--- config.mk ---
export PLATFORM = sky130hd
export DESIGN_NAME = filtragem_peso
export DESIGN_NICKNAME = d
export VERILOG_FILES = /design/src/rtl/filtragem_peso.sv
export SDC_FILE = /design/constraint.sdc
export NUM_CORES = 1
export LEC_CHECK = 0
export CAP_MARGIN = 20
export CORE_AREA = 2 2 159 114
export DETAILED_ROUTE_END_ITERATION = 8
export DIE_AREA = 0 0 161 116
export MAX_ROUTING_LAYER = met4
export PLACE_DENSITY = 0.42
export SLEW_MARGIN = 5
export SYNTH_ARGS = -nofsm -noshare
export SYNTH_HDL_FRONTEND = slang
export SYNTH_SLANG_ARGS = --single-unit
--- constraint.sdc ---
create_clock -name clk -period 7.5 [get_ports clk]
set_clock_uncertainty 0.1 [all_clocks]
set_input_delay 1.125 -clock clk [delete_from_list [all_inputs] [get_ports clk]]
set_output_delay 1.125 -clock clk [all_outputs]
set_load 0.02 [all_outputs]
--- src/rtl/filtragem_peso.sv ---
// filtragem_peso: selects a product weight, averages the last four samples,
// subtracts a captured tare and registers the saturated net weight.
//
// Ports:
//   clk            rising-edge clock
//   rst            asynchronous active-high reset
//   produto        product select (0 none, 1 banana, 2 maracuja, 3 tangerina)
//   peso_banana    gross banana weight
//   peso_maracuja  gross maracuja weight
//   peso_tangerina gross tangerina weight
//   tara           tare request, captured on its rising edge
//   peso_liq       registered net filtered weight, saturated at zero
module filtragem_peso (
    input  logic        clk,
    input  logic        rst,
    input  logic [1:0]  produto,
    input  logic [10:0] peso_banana,
    input  logic [10:0] peso_maracuja,
    input  logic [10:0] peso_tangerina,
    input  logic        tara,
    output logic [10:0] peso_liq
);
    logic [10:0] s [4];
    logic [1:0]  produto_d;
    logic        tara_d;
    logic [10:0] tare_reg;
    logic [10:0] gross;
    logic [12:0] sum;
    logic [10:0] filt;
    logic [11:0] diff;

    always_comb begin
        gross = produto == 2'd0 ? 11'd0 :
                produto == 2'd1 ? peso_banana :
                produto == 2'd2 ? peso_maracuja : peso_tangerina;
        sum   = {2'b0, s[0]} + {2'b0, s[1]} + {2'b0, s[2]} + {2'b0, s[3]};
        filt  = sum[12:2];
        // extra bit exposes a negative result as bit 11 for saturation
        diff  = {1'b0, filt} - {1'b0, tare_reg};
    end

    always_ff @(posedge clk or posedge rst) begin
        if (rst) begin
            for (int i = 0; i < 4; i++) s[i] <= '0;
            produto_d <= '0;
            tara_d    <= 1'b0;
            tare_reg  <= '0;
            peso_liq  <= '0;
        end else begin
            // a product change refills the whole window so no stale samples mix in
            if (produto != produto_d) begin
                for (int i = 0; i < 4; i++) s[i] <= gross;
            end else begin
                s[0] <= gross;
                for (int i = 1; i < 4; i++) s[i] <= s[i-1];
            end
            produto_d <= produto;
            tara_d    <= tara;
            if (tara && !tara_d) tare_reg <= filt;
            peso_liq  <= diff[11] ? 11'd0 : diff[10:0];
        end
    end
endmodule

After elaboration in Yosys (flattened, before gate mapping)
Index checks and enable logic that the tools add are counted.
- add/sub/neg operators: 4
- mux-type cells: 5
- divide/modulo/power cells: 0
- reductions and logical operators: 3
- equal/unequal tests: 3
- $lt $le $gt $ge: 0
- multiply operators: 0
- bitwise logic cells: 0
- shift operators: 0
- operators by type and width (kind ; number):
    11-bit 2-to-1 mux ; 4
    33-bit 2-to-1 mux ; 1
    12-bit by 11-bit adder with 13-bit output ; 1
    13-bit by 11-bit adder with 13-bit output ; 1
    11-bit by 11-bit adder with 12-bit output ; 1
    11-bit by 11-bit subtractor with 12-bit output ; 1
    2-bit by 1-bit equality test with 1-bit output (second input constant) ; 1
    2-bit equality test (second input constant) ; 1
    2-bit logical NOT ; 1
    2-bit inequality test ; 1
    1-bit logical AND ; 1
    1-bit logical NOT ; 1
- bits in writable memories: 0
- latch bits: 0
- register bits after elaboration: 69
- output and inout bits: 11
- ROM bits: 0
- memories kept: 0

Logic depth before layout (Yosys ltp)
Gate-level depths: netlist of run 1.
- depth after elaboration: 5
- gate-level depth with buffers: 16

Worst setup path before layout of run 1
Ideal clock, no wire load.
- kind: flip-flop to flip-flop
- start: register s[1] (netlist bit)
- end: register peso_liq[10]
- path slack: 2959 ps
- buffers on the path: 0
- library setup time: 116 ps
- cell stages (with the launch flop): 17
- arrival time: 4326 ps
- period minus slack after synthesis: 4541 ps
- required time: 7284 ps
- cells stage by stage: dfrtp_1 inv_1 fa_1 fa_1 or3b_2 fa_1 nor2b_1 o31ai_2 a21oi_1 o31ai_1 xnor2_1 ha_1 and3_1 a221o_1 a21oi_1 or4b_2 o311ai_0
- longest elaborated chain between the ends: 3
- RTL lines (element ; line ; text):
    from (decl) ; 23 ; logic [10:0] s [4];
    13-bit by 11-bit adder with 13-bit output ; 36 ; sum = {2'b0, s[0]} + {2'b0, s[1]} + {2'b0, s[2]} + {2'b0, s[3]};
    via sum[9] ; 28 ; logic [12:0] sum;
    11-bit by 11-bit subtractor with 12-bit output ; 39 ; diff = {1'b0, filt} - {1'b0, tare_reg};
    11-bit 2-to-1 mux ; 60 ; peso_liq <= diff[11] ? 11'd0 : diff[10:0];
    to (signal assigned) ; 60 ;
    to (decl) ; 21 ; output logic [10:0] peso_liq
The timed path passes the listed nets, and every way through them passes these cells.
A chain may end at the register's enable or synchronous reset.

Worst setup path in the final report of run 1
Ends and elaborated chain as after synthesis.

==> results of run 1 <==
-- per-stage QoR --
step / util, % / instance area (um2) / hold slack (ns)
finish: 31.2 / 5310 / 0.382
global route: 31.2 / 5310 / 0.411
CTS: 31.2 / 5310 / 0.386
detailed placement: 29.2 / 4970 / 0.374
global placement: 29.2 / 4970 / 0.366
floorplan: - / 4230 / 0.349
-- kinds of logic (layout without fill, tap and decap cells) --
group           count (synthesis)  after routing  share of synthesized area (%)
xor+xnor                       15             15                           3.11
other cells                     0              1                              0
simple gates                   78             78                           9.80
buf+inv                        77            134                           6.98
mux                            16             16                           4.26
compound gates                101            101                           17.9
fa+ha+maj                      44             44                           17.1
flops                          69             69                           40.8
-- cell usage in the layout, fill, tap and decap left out, drive strengths merged, types with 4 or more instances in the layout --
cell type      netlist  layout
nand2b              17      17
xor2                 8       8
a22o                11      11
xnor2                7       7
o31ai                5       5
clkdlybuf4s50        0      48
fa                  23      23
ha                  21      21
o21a                38      38
inv                 68      70
mux2                16      16
o21ai                8       8
a21o                 6       6
o211ai               5       5
nor2                24      24
clkbuf               3      10
nor3b                4       4
nor3                 5       5
a21oi               15      15
dfrtp               69      69
nand2                9       9
nand3                5       5
-- worst max-delay path: stages (launching register included) --
cell and delay, ns:
sky130_fd_sc_hd__dfrtp_1 0.32, sky130_fd_sc_hd__inv_1 0.05, sky130_fd_sc_hd__fa_1 0.56, sky130_fd_sc_hd__fa_1 0.43, sky130_fd_sc_hd__or3b_2 0.46, sky130_fd_sc_hd__fa_1 0.41
sky130_fd_sc_hd__nor2b_1 0.18, sky130_fd_sc_hd__o31ai_2 0.11, sky130_fd_sc_hd__a21oi_1 0.31, sky130_fd_sc_hd__o31ai_1 0.12, sky130_fd_sc_hd__xnor2_1 0.15, sky130_fd_sc_hd__ha_1 0.39
sky130_fd_sc_hd__and3_1 0.21, sky130_fd_sc_hd__a221o_1 0.15, sky130_fd_sc_hd__a21oi_1 0.06, sky130_fd_sc_hd__or4b_2 0.62, sky130_fd_sc_hd__o311ai_0 0.10
-- metal layers --
| layer | part of all wire, % | vias to the layer above | wire [um] |
|---|---|---|---|
| li1 | - | 1446 | - |
| met1 | 56 | 1310 | 4580 |
| met2 | 38 | 64 | 3120 |
| met3 | 4.6 | 8 | 378 |
| met4 | 0.93 | 0 | 76 |
| met5 | 0 | - | 0 |
-- layout make-up --
type | count | share of cell area [%]
clock buffer | 10 | 4.50
tap | 231 | 5.45
clock inverter | 6 | 1.77
sequential | 69 | 32.5
inverter | 68 | 4.81
antenna | 1 | 0.0471
multi-input combinational | 254 | 41.6
timing repair buffer | 50 | 9.34
-- worst max-delay path by stage --
stage / from / to / slack (ns)
finish: s[1]$_DFF_PP0_ / peso_liq[10]$_DFF_PP0_ / 2.65
detailed placement: s[1]$_DFF_PP0_ / peso_liq[10]$_DFF_PP0_ / 2.65
floorplan: s[1]$_DFF_PP0_ / peso_liq[10]$_DFF_PP0_ / 2.96
global placement: s[1]$_DFF_PP0_ / peso_liq[10]$_DFF_PP0_ / 2.71
global route: s[13]$_DFF_PP0_ / peso_liq[4]$_DFF_PP0_ / 2.27
CTS: s[1]$_DFF_PP0_ / peso_liq[10]$_DFF_PP0_ / 2.64
==> results.cfg, run 1 <==
[detailed_routing]
routed_wire_length_per_instance_um = 11.8
vias_per_cell = 4.10
route.antenna.remaining_nets = 0
num_vias = 2828
drtIter0Drc = 86
detailedRoute.firstPassIterationCount = 4
routed_wirelength_um = 8160
drc_errors = 0

[clock_network]
cts.clk_slew.worst_paths_ns = 0.06
postCtsHoldBufs = 0
cts-buffers-inserted = 9
cts_post_setup_buffers_inserted = 0
cts_sink_cnt = 69
root_buffer = sky130_fd_sc_hd__clkbuf_16
post_cts_resized = 0
clock_latency_ns = 0.34
worst_case_clock_buffer_depth = 2
htree_num_levels = 3
tritoncts_clock_tree = built

[hold_path]
worstHoldPathCells = 2
min_delay_worst_endpoint = tare_reg[5]$_DFFE_PP0P_
timing.hold.worst.start = tare_reg[5]$_DFFE_PP0P_
min_path_type = flip-flop to flip-flop

[timing]
timing_worst_slew_pin_value_ns = 0.888
worst_slew_margin_relative_to_its_limit_pct = 40.8
final_critical_path_time_including_i_o_delays_and_setup_ns = 4.85
fmax_ghz = 0.206
finalCritPeriodShare_pct = 64.7
final.setup.worst_slack_ns = 2.65
final-hold-violation-count = 0
setup_tns_ns = 0
finalSetupViolations = 0
rsz0062_at_grt = no
slew_viol_final = 0

[placed_design]
place_worst_setup_slack_ns = 2.65
dp_hpwl_um = 6290
gp_congestion = 0.761
placedCellCount = 672
buffer_ports.inserted = 48

[critical_path]
criticalPathCategory = flip-flop to flip-flop
reg2regPathDepth = 16
rr_endpoint = peso_liq[10]$_DFF_PP0_
critPathMaxFanout = 6
worstPathArrival_ns = 4.97
endpoint_kind = flip-flop
r2r-start = s[1]$_DFF_PP0_
critPathRequiredTime_ns = 7.62
worstSetupStartpointType = flip-flop
rrSetupSlack_ns = 2.65

[layout]
fillCellCount = 1792
drive_above_1_share_pct = 9.41
multi_input_comb_area_mm2 = 0.00221
final-seq-area_mm2 = 0.00173
largest_register_ffs = 44
flow.area_growth_from_synthesis_pct = 25.5
stdcell_count = 689
finalNetCount = 534

[yosys]
most_used_standard_cell_by_instance_count_after_synthesis = sky130_fd_sc_hd__dfrtp_1
area_leader_netlist = sky130_fd_sc_hd__dfrtp_1
synth.ff_latch_count = 69
mappedNetlistArea_mm2 = 0.00423
netlist_top_cells_area = sky130_fd_sc_hd__dfrtp_1 41%, sky130_fd_sc_hd__fa_1 11%, sky130_fd_sc_hd__o21a_1 6.7%
syn_nets = 482
syn_area_per_cell_um2 = 10.6
ys_top_cells_by_count = 69 x sky130_fd_sc_hd__dfrtp_1, 68 x sky130_fd_sc_hd__inv_1, 38 x sky130_fd_sc_hd__o21a_1
postSynth.asyncResetShare_pct = 100
synth.yosys.seq_area_share_pct = 40.8
number_of_synthesized_flops_with_an_enable_pin = 0
ys.warnings.count = 0
synth_top_flop_cell = sky130_fd_sc_hd__dfrtp_1
synth_instances = 400
synthDominantCellAreaShare_pct = 40.8
synth_cell_types = 43

[global_route]
globalRouteMet2Util_pct = 13.6
globalRouteMet3Util_pct = 3.04
first_global_vias = 2900
grt_antenna_before_repair = 0
global_route.peak_usage_layer = met1
grt_max_degree = 70
use_met1_pct = 13.8
grt_resource_usage_total_pct = 9.91
grt_first_pass_wirelength_um = 14100
grt_remaining_overflow = 0

[die]
initial_core_utilization_pct = 24.8
i_o_pin_count = 49
floorplan.die.height_um = 116
floorplan.die.width_um = 161
floorplan.die_area_mm2 = 0.0187
std_cell_rows = 40
placeableCoreArea_mm2 = 0.0170

[flow_run]
drv.max_cap_violation_count = 0

[run_status]
run_status = finished clean
Power of run 1 is left out: the tool's default activity adds up to more than one toggle a clock period on the data nets, which glitch-free logic cannot reach.
==> run 2, diff against run 1 <==
clock period = 4.7 ns   (was 7.5 ns; I/O delays follow)
==> run 2 against run 1 <==
Effect of this change:
- non-clock buffer count up 10
- via count increased by 0.92%
- worst hold slack worse by 0.0015 ns
==> results.cfg, run 2 (same netlist as run 1, synthesis figures left out) <==
[clock_network]
root_buffer = sky130_fd_sc_hd__clkbuf_16
postCtsHoldBufs = 0
clock_latency_ns = 0.34
cts.clk_slew.worst_paths_ns = 0.06
worst_case_clock_buffer_depth = 2
tritoncts_clock_tree = built
cts_sink_cnt = 69
cts-buffers-inserted = 9
htree_num_levels = 3

[die]
floorplan.die.height_um = 116
initial_core_utilization_pct = 24.8
placeableCoreArea_mm2 = 0.0170
floorplan.die_area_mm2 = 0.0187
i_o_pin_count = 49
floorplan.die.width_um = 161
std_cell_rows = 40

[placed_design]
placedCellCount = 677
gp_congestion = 0.741
buffer_ports.inserted = 48
dp_hpwl_um = 6350
post_dp_cell_area_mm2 = 0.00501

[critical_path]
criticalPathCategory = flip-flop to flip-flop
r2r-start = s[1]$_DFF_PP0_
reg2regPathDepth = 16
worstSetupStartpointType = flip-flop
rrSetupSlack_ns = 0.21
endpoint_kind = flip-flop
critPathRequiredTime_ns = 4.83
critical_path.startpoint = s[1]$_DFF_PP0_
rr_endpoint = peso_liq[10]$_DFF_PP0_
critPathMaxFanout = 4
critPathCapture = peso_liq[10]$_DFF_PP0_
worstPathArrival_ns = 4.62

[layout]
most-common-layout-cells = 69 x sky130_fd_sc_hd__dfrtp_1, 67 x sky130_fd_sc_hd__inv_1, 48 x sky130_fd_sc_hd__clkdlybuf4s50_1, 38 x sky130_fd_sc_hd__o21a_1, 24 x sky130_fd_sc_hd__nor2_1
fillCellCount = 1787
finalNetCount = 544
flow.area_growth_from_synthesis_pct = 29.2
layout.cells.most_common = sky130_fd_sc_hd__dfrtp_1
largest_register_ffs = 44
drive_above_1_share_pct = 14.1
n_antenna_cell = 0
postLayoutCellArea_mm2 = 0.00546
stdcell_count = 698

[timing]
fmax_ghz = 0.223
rsz0062_at_grt = no
fin_worst_hold_slack_ns = 0.381
final-hold-violation-count = 0
finalSetupViolations = 0
timing_worst_slew_pin_value_ns = 0.785
final_critical_path_time_including_i_o_delays_and_setup_ns = 4.49
setup_tns_ns = 0
worst_slew_margin_relative_to_its_limit_pct = 47.6
slew_viol_final = 0
finalCritPeriodShare_pct = 95.5

[global_route]
grt_resource_usage_total_pct = 9.89
grt_first_pass_wirelength_um = 14000
grt_max_degree = 36
grt_remaining_overflow = 0
grt_antenna_before_repair = 0
first_global_vias = 2857

[detailed_routing]
drtIter0Drc = 112
routed_wirelength_um = 8090
route.antenna.remaining_nets = 0
vias_per_cell = 4.09
num_vias = 2854
drc_errors = 0
detailedRoute.firstPassIterationCount = 6
routed_wire_length_per_instance_um = 11.6

[flow_run]
drv.max_cap_violation_count = 0

[hold_path]
min_path_type = flip-flop to flip-flop

[run_status]
run_status = finished clean
==> run 2: metal layers <==
layer | part of all wire [%] | global-route usage [%] | vias up
met3 | 4.3 | 2.79 | 10
li1 | - | - | 1463
met2 | 38 | 13.3 | 63
met1 | 56 | 14.0 | 1318
met5 | 0 | - | -
met4 | 1.4 | 3.57 | 0
==> run 2: worst max-delay path, cell delays in order, from the launching register on <==
cell and delay, ns:
sky130_fd_sc_hd__dfrtp_1 0.32, sky130_fd_sc_hd__inv_1 0.05, sky130_fd_sc_hd__fa_1 0.55, sky130_fd_sc_hd__fa_1 0.43, sky130_fd_sc_hd__or3b_4 0.39, sky130_fd_sc_hd__fa_2 0.42
sky130_fd_sc_hd__nor2b_4 0.15, sky130_fd_sc_hd__o31ai_4 0.08, sky130_fd_sc_hd__a21oi_2 0.18, sky130_fd_sc_hd__o31ai_1 0.10, sky130_fd_sc_hd__xnor2_1 0.15, sky130_fd_sc_hd__ha_1 0.36
sky130_fd_sc_hd__and3_4 0.21, sky130_fd_sc_hd__a221o_1 0.15, sky130_fd_sc_hd__a21oi_2 0.04, sky130_fd_sc_hd__or4b_2 0.61, sky130_fd_sc_hd__o311ai_1 0.09
==> run 2: worst min-delay path by stage <==
stage	start	end	slack, ns	cells past startpoint
floorplan	tare_reg[10]$_DFFE_PP0P_	tare_reg[10]$_DFFE_PP0P_	0.35	2
global placement	tare_reg[5]$_DFFE_PP0P_	tare_reg[5]$_DFFE_PP0P_	0.37	2
detailed placement	tare_reg[5]$_DFFE_PP0P_	tare_reg[5]$_DFFE_PP0P_	0.37	2
CTS	tare_reg[5]$_DFFE_PP0P_	tare_reg[5]$_DFFE_PP0P_	0.39	2
global route	s[22]$_DFF_PP0_	s[11]$_DFF_PP0_	0.41	1
finish	tare_reg[5]$_DFFE_PP0P_	tare_reg[5]$_DFFE_PP0P_	0.38	2
==> run 2: layout make-up <==
type	instances	area (um2)	share of cell area [%]
Clock buffer	10	229	4.19
Clock inverter	6	93.8	1.72
Inverter	68	255	4.67
Multi-Input combinational cell	254	2300	42.0
Sequential cell	69	1730	31.6
Tap cell	231	289	5.29
Timing Repair Buffer	60	571	10.4
==> run 2: metrics by stage <==
step | utilization (%) | setup slack (ns)
finish | 32.1 | 0.209
global route | 32.1 | 0.0215
CTS | 31.4 | 0.0293
detailed placement | 29.4 | 0.00853
global placement | 29.4 | 0.0952
floorplan | - | 0.159
==> run 2: repair_timing <==
item,CTS,global route
endpoints found under the setup margin,1,10
gates resized for setup,1,19
setup buffers,0,5
pin swaps,0,8
Power of run 2 is left out for the same reason.
==> run 3, diff against run 2 <==
MAX_ROUTING_LAYER = unset   (was met4)
==> run 3 against run 2 <==
Effect of this change:
- worst hold slack better by 0.0020 ns
- clock-buffer cell count unchanged
- flip-flop and latch count unchanged
- critical path type unchanged
- global-route usage down 0.32 points
- critical path depth unchanged
- largest cell class unchanged
- critical endpoint unchanged
- maximum frequency about the same
- non-clock buffer count unchanged
- utilization unchanged
- first-iteration DRC count up 4.5%
- design area unchanged
==> results.cfg, run 3 (same netlist as run 1, synthesis figures left out) <==
[clock_network]
tritoncts_clock_tree = built
clock_latency_ns = 0.34
cts_sink_cnt = 69
worst_case_clock_buffer_depth = 2
postCtsHoldBufs = 0
root_buffer = sky130_fd_sc_hd__clkbuf_16
cts-buffers-inserted = 9
cts.clk_slew.worst_paths_ns = 0.06
htree_num_levels = 3

[hold_path]
timing.hold.worst.start = tare_reg[5]$_DFFE_PP0P_
min_path_type = flip-flop to flip-flop
min_delay_worst_endpoint = tare_reg[5]$_DFFE_PP0P_
worstHoldPathCells = 2

[timing]
finalSetupViolations = 0
final_critical_path_time_including_i_o_delays_and_setup_ns = 4.49
rsz0062_at_grt = no
final-hold-violation-count = 0
final.setup.worst_slack_ns = 0.208
fmax_ghz = 0.223
slew_viol_final = 0
worst_slew_margin_relative_to_its_limit_pct = 47.6
timing_worst_slew_pin_value_ns = 0.785
finalCritPeriodShare_pct = 95.6
setup_tns_ns = 0

[detailed_routing]
detailedRoute.firstPassIterationCount = 6
routed_wirelength_um = 8120
route.antenna.remaining_nets = 0
num_vias = 2859
drtIter0Drc = 117
vias_per_cell = 4.10
routed_wire_length_per_instance_um = 11.6
drc_errors = 0

[global_route]
grt_first_pass_wirelength_um = 14000
grt_max_degree = 36
grt_remaining_overflow = 0
first_global_vias = 2860
grt_antenna_before_repair = 0
grt_resource_usage_total_pct = 9.57

[placed_design]
dp_hpwl_um = 6350
buffer_ports.inserted = 48
post_dp_cell_area_mm2 = 0.00501
gp_congestion = 0.732
place_worst_setup_slack_ns = 0.00853

[die]
floorplan.die.height_um = 116
floorplan.die_area_mm2 = 0.0187
floorplan.die.width_um = 161
i_o_pin_count = 49
std_cell_rows = 40
placeableCoreArea_mm2 = 0.0170
initial_core_utilization_pct = 24.8

[layout]
largest_register_ffs = 44
most-common-layout-cells = 69 x sky130_fd_sc_hd__dfrtp_1, 67 x sky130_fd_sc_hd__inv_1, 48 x sky130_fd_sc_hd__clkdlybuf4s50_1, 38 x sky130_fd_sc_hd__o21a_1, 24 x sky130_fd_sc_hd__nor2_1
layout.cells.most_common = sky130_fd_sc_hd__dfrtp_1
flow.area_growth_from_synthesis_pct = 29.2
postLayoutCellArea_mm2 = 0.00546
drive_above_1_share_pct = 14.1
n_antenna_cell = 0
finalNetCount = 544

[run_status]
run_status = finished clean

[critical_path]
critPathMaxFanout = 4
criticalPathCategory = flip-flop to flip-flop
critPathRequiredTime_ns = 4.83
worstSetupStartpointType = flip-flop
reg2regPathDepth = 16
rrSetupSlack_ns = 0.21
rr_endpoint = peso_liq[10]$_DFF_PP0_
worstPathArrival_ns = 4.62
endpoint_kind = flip-flop
r2r-start = s[1]$_DFF_PP0_

[flow_run]
drv.max_cap_violation_count = 0
[run 3: cell counts in the layout (fill, tap and decap cells not counted)]
Identical to the previous run, type by type.
[run 3: worst max path at each step]
stage                     from                     end  slack, ns  depth (start not counted)
5_1_grt         s[1]$_DFF_PP0_  peso_liq[10]$_DFF_PP0_       0.02                         16
2_1_floorplan   s[1]$_DFF_PP0_  peso_liq[10]$_DFF_PP0_       0.16                         16
6_report        s[1]$_DFF_PP0_  peso_liq[10]$_DFF_PP0_       0.21                         16
3_3_place_gp    s[1]$_DFF_PP0_  peso_liq[10]$_DFF_PP0_        0.1                         16
3_5_place_dp   s[12]$_DFF_PP0_  peso_liq[10]$_DFF_PP0_      0.009                         16
4_1_cts        s[12]$_DFF_PP0_  peso_liq[10]$_DFF_PP0_       0.03                         16
[run 3: area by class of cell]
| cell class | instances | area [um2] |
|---|---|---|
| fillers | 1787 | 11600 |
| multi-input cells | 254 | 2300 |
| inverters | 68 | 255 |
| clock inverters | 6 | 93.8 |
| well taps | 231 | 289 |
| flip-flops and latches | 69 | 1730 |
| repair buffers | 60 | 571 |
| clock buffers | 10 | 229 |
[run 3: what timing repair did]
item / in CTS / in global routing
gates resized for setup: 1 / 19
pin swaps: 0 / 8
endpoints found under the setup margin: 1 / 10
buffers inserted: 0 / 5
[run 3: worst max-delay path, cell delays in order, from the launching register on]
cell and delay [ns]:
sky130_fd_sc_hd__dfrtp_1 0.32, sky130_fd_sc_hd__inv_1 0.05, sky130_fd_sc_hd__fa_1 0.55, sky130_fd_sc_hd__fa_1 0.43, sky130_fd_sc_hd__or3b_4 0.39, sky130_fd_sc_hd__fa_2 0.42
sky130_fd_sc_hd__nor2b_4 0.15, sky130_fd_sc_hd__o31ai_4 0.08, sky130_fd_sc_hd__a21oi_2 0.18, sky130_fd_sc_hd__o31ai_1 0.10, sky130_fd_sc_hd__xnor2_1 0.15, sky130_fd_sc_hd__ha_1 0.36
sky130_fd_sc_hd__and3_4 0.21, sky130_fd_sc_hd__a221o_1 0.15, sky130_fd_sc_hd__a21oi_2 0.04, sky130_fd_sc_hd__or4b_2 0.61, sky130_fd_sc_hd__o311ai_1 0.09
[run 3: stage by stage]
step / hold slack (ns) / std cells / utilization (%)
CTS: 0.386 / 693 / 31.4
global route: 0.411 / 698 / 32.1
finish: 0.383 / 698 / 32.1
floorplan: 0.349 / 400 / -
global placement: 0.370 / 677 / 29.4
detailed placement: 0.373 / 677 / 29.4
[run 3: layer usage]
| metal | GRT usage (%) | up-vias | share of wire, % |
|---|---|---|---|
| li1 | - | 1467 | - |
| met2 | 13.3 | 63 | 38 |
| met1 | 14.0 | 1318 | 56 |
| met4 | 3.39 | 0 | 1.3 |
| met3 | 2.83 | 11 | 4.3 |
| met5 | 0 | - | 0 |
Power of run 3 is left out for the same reason.
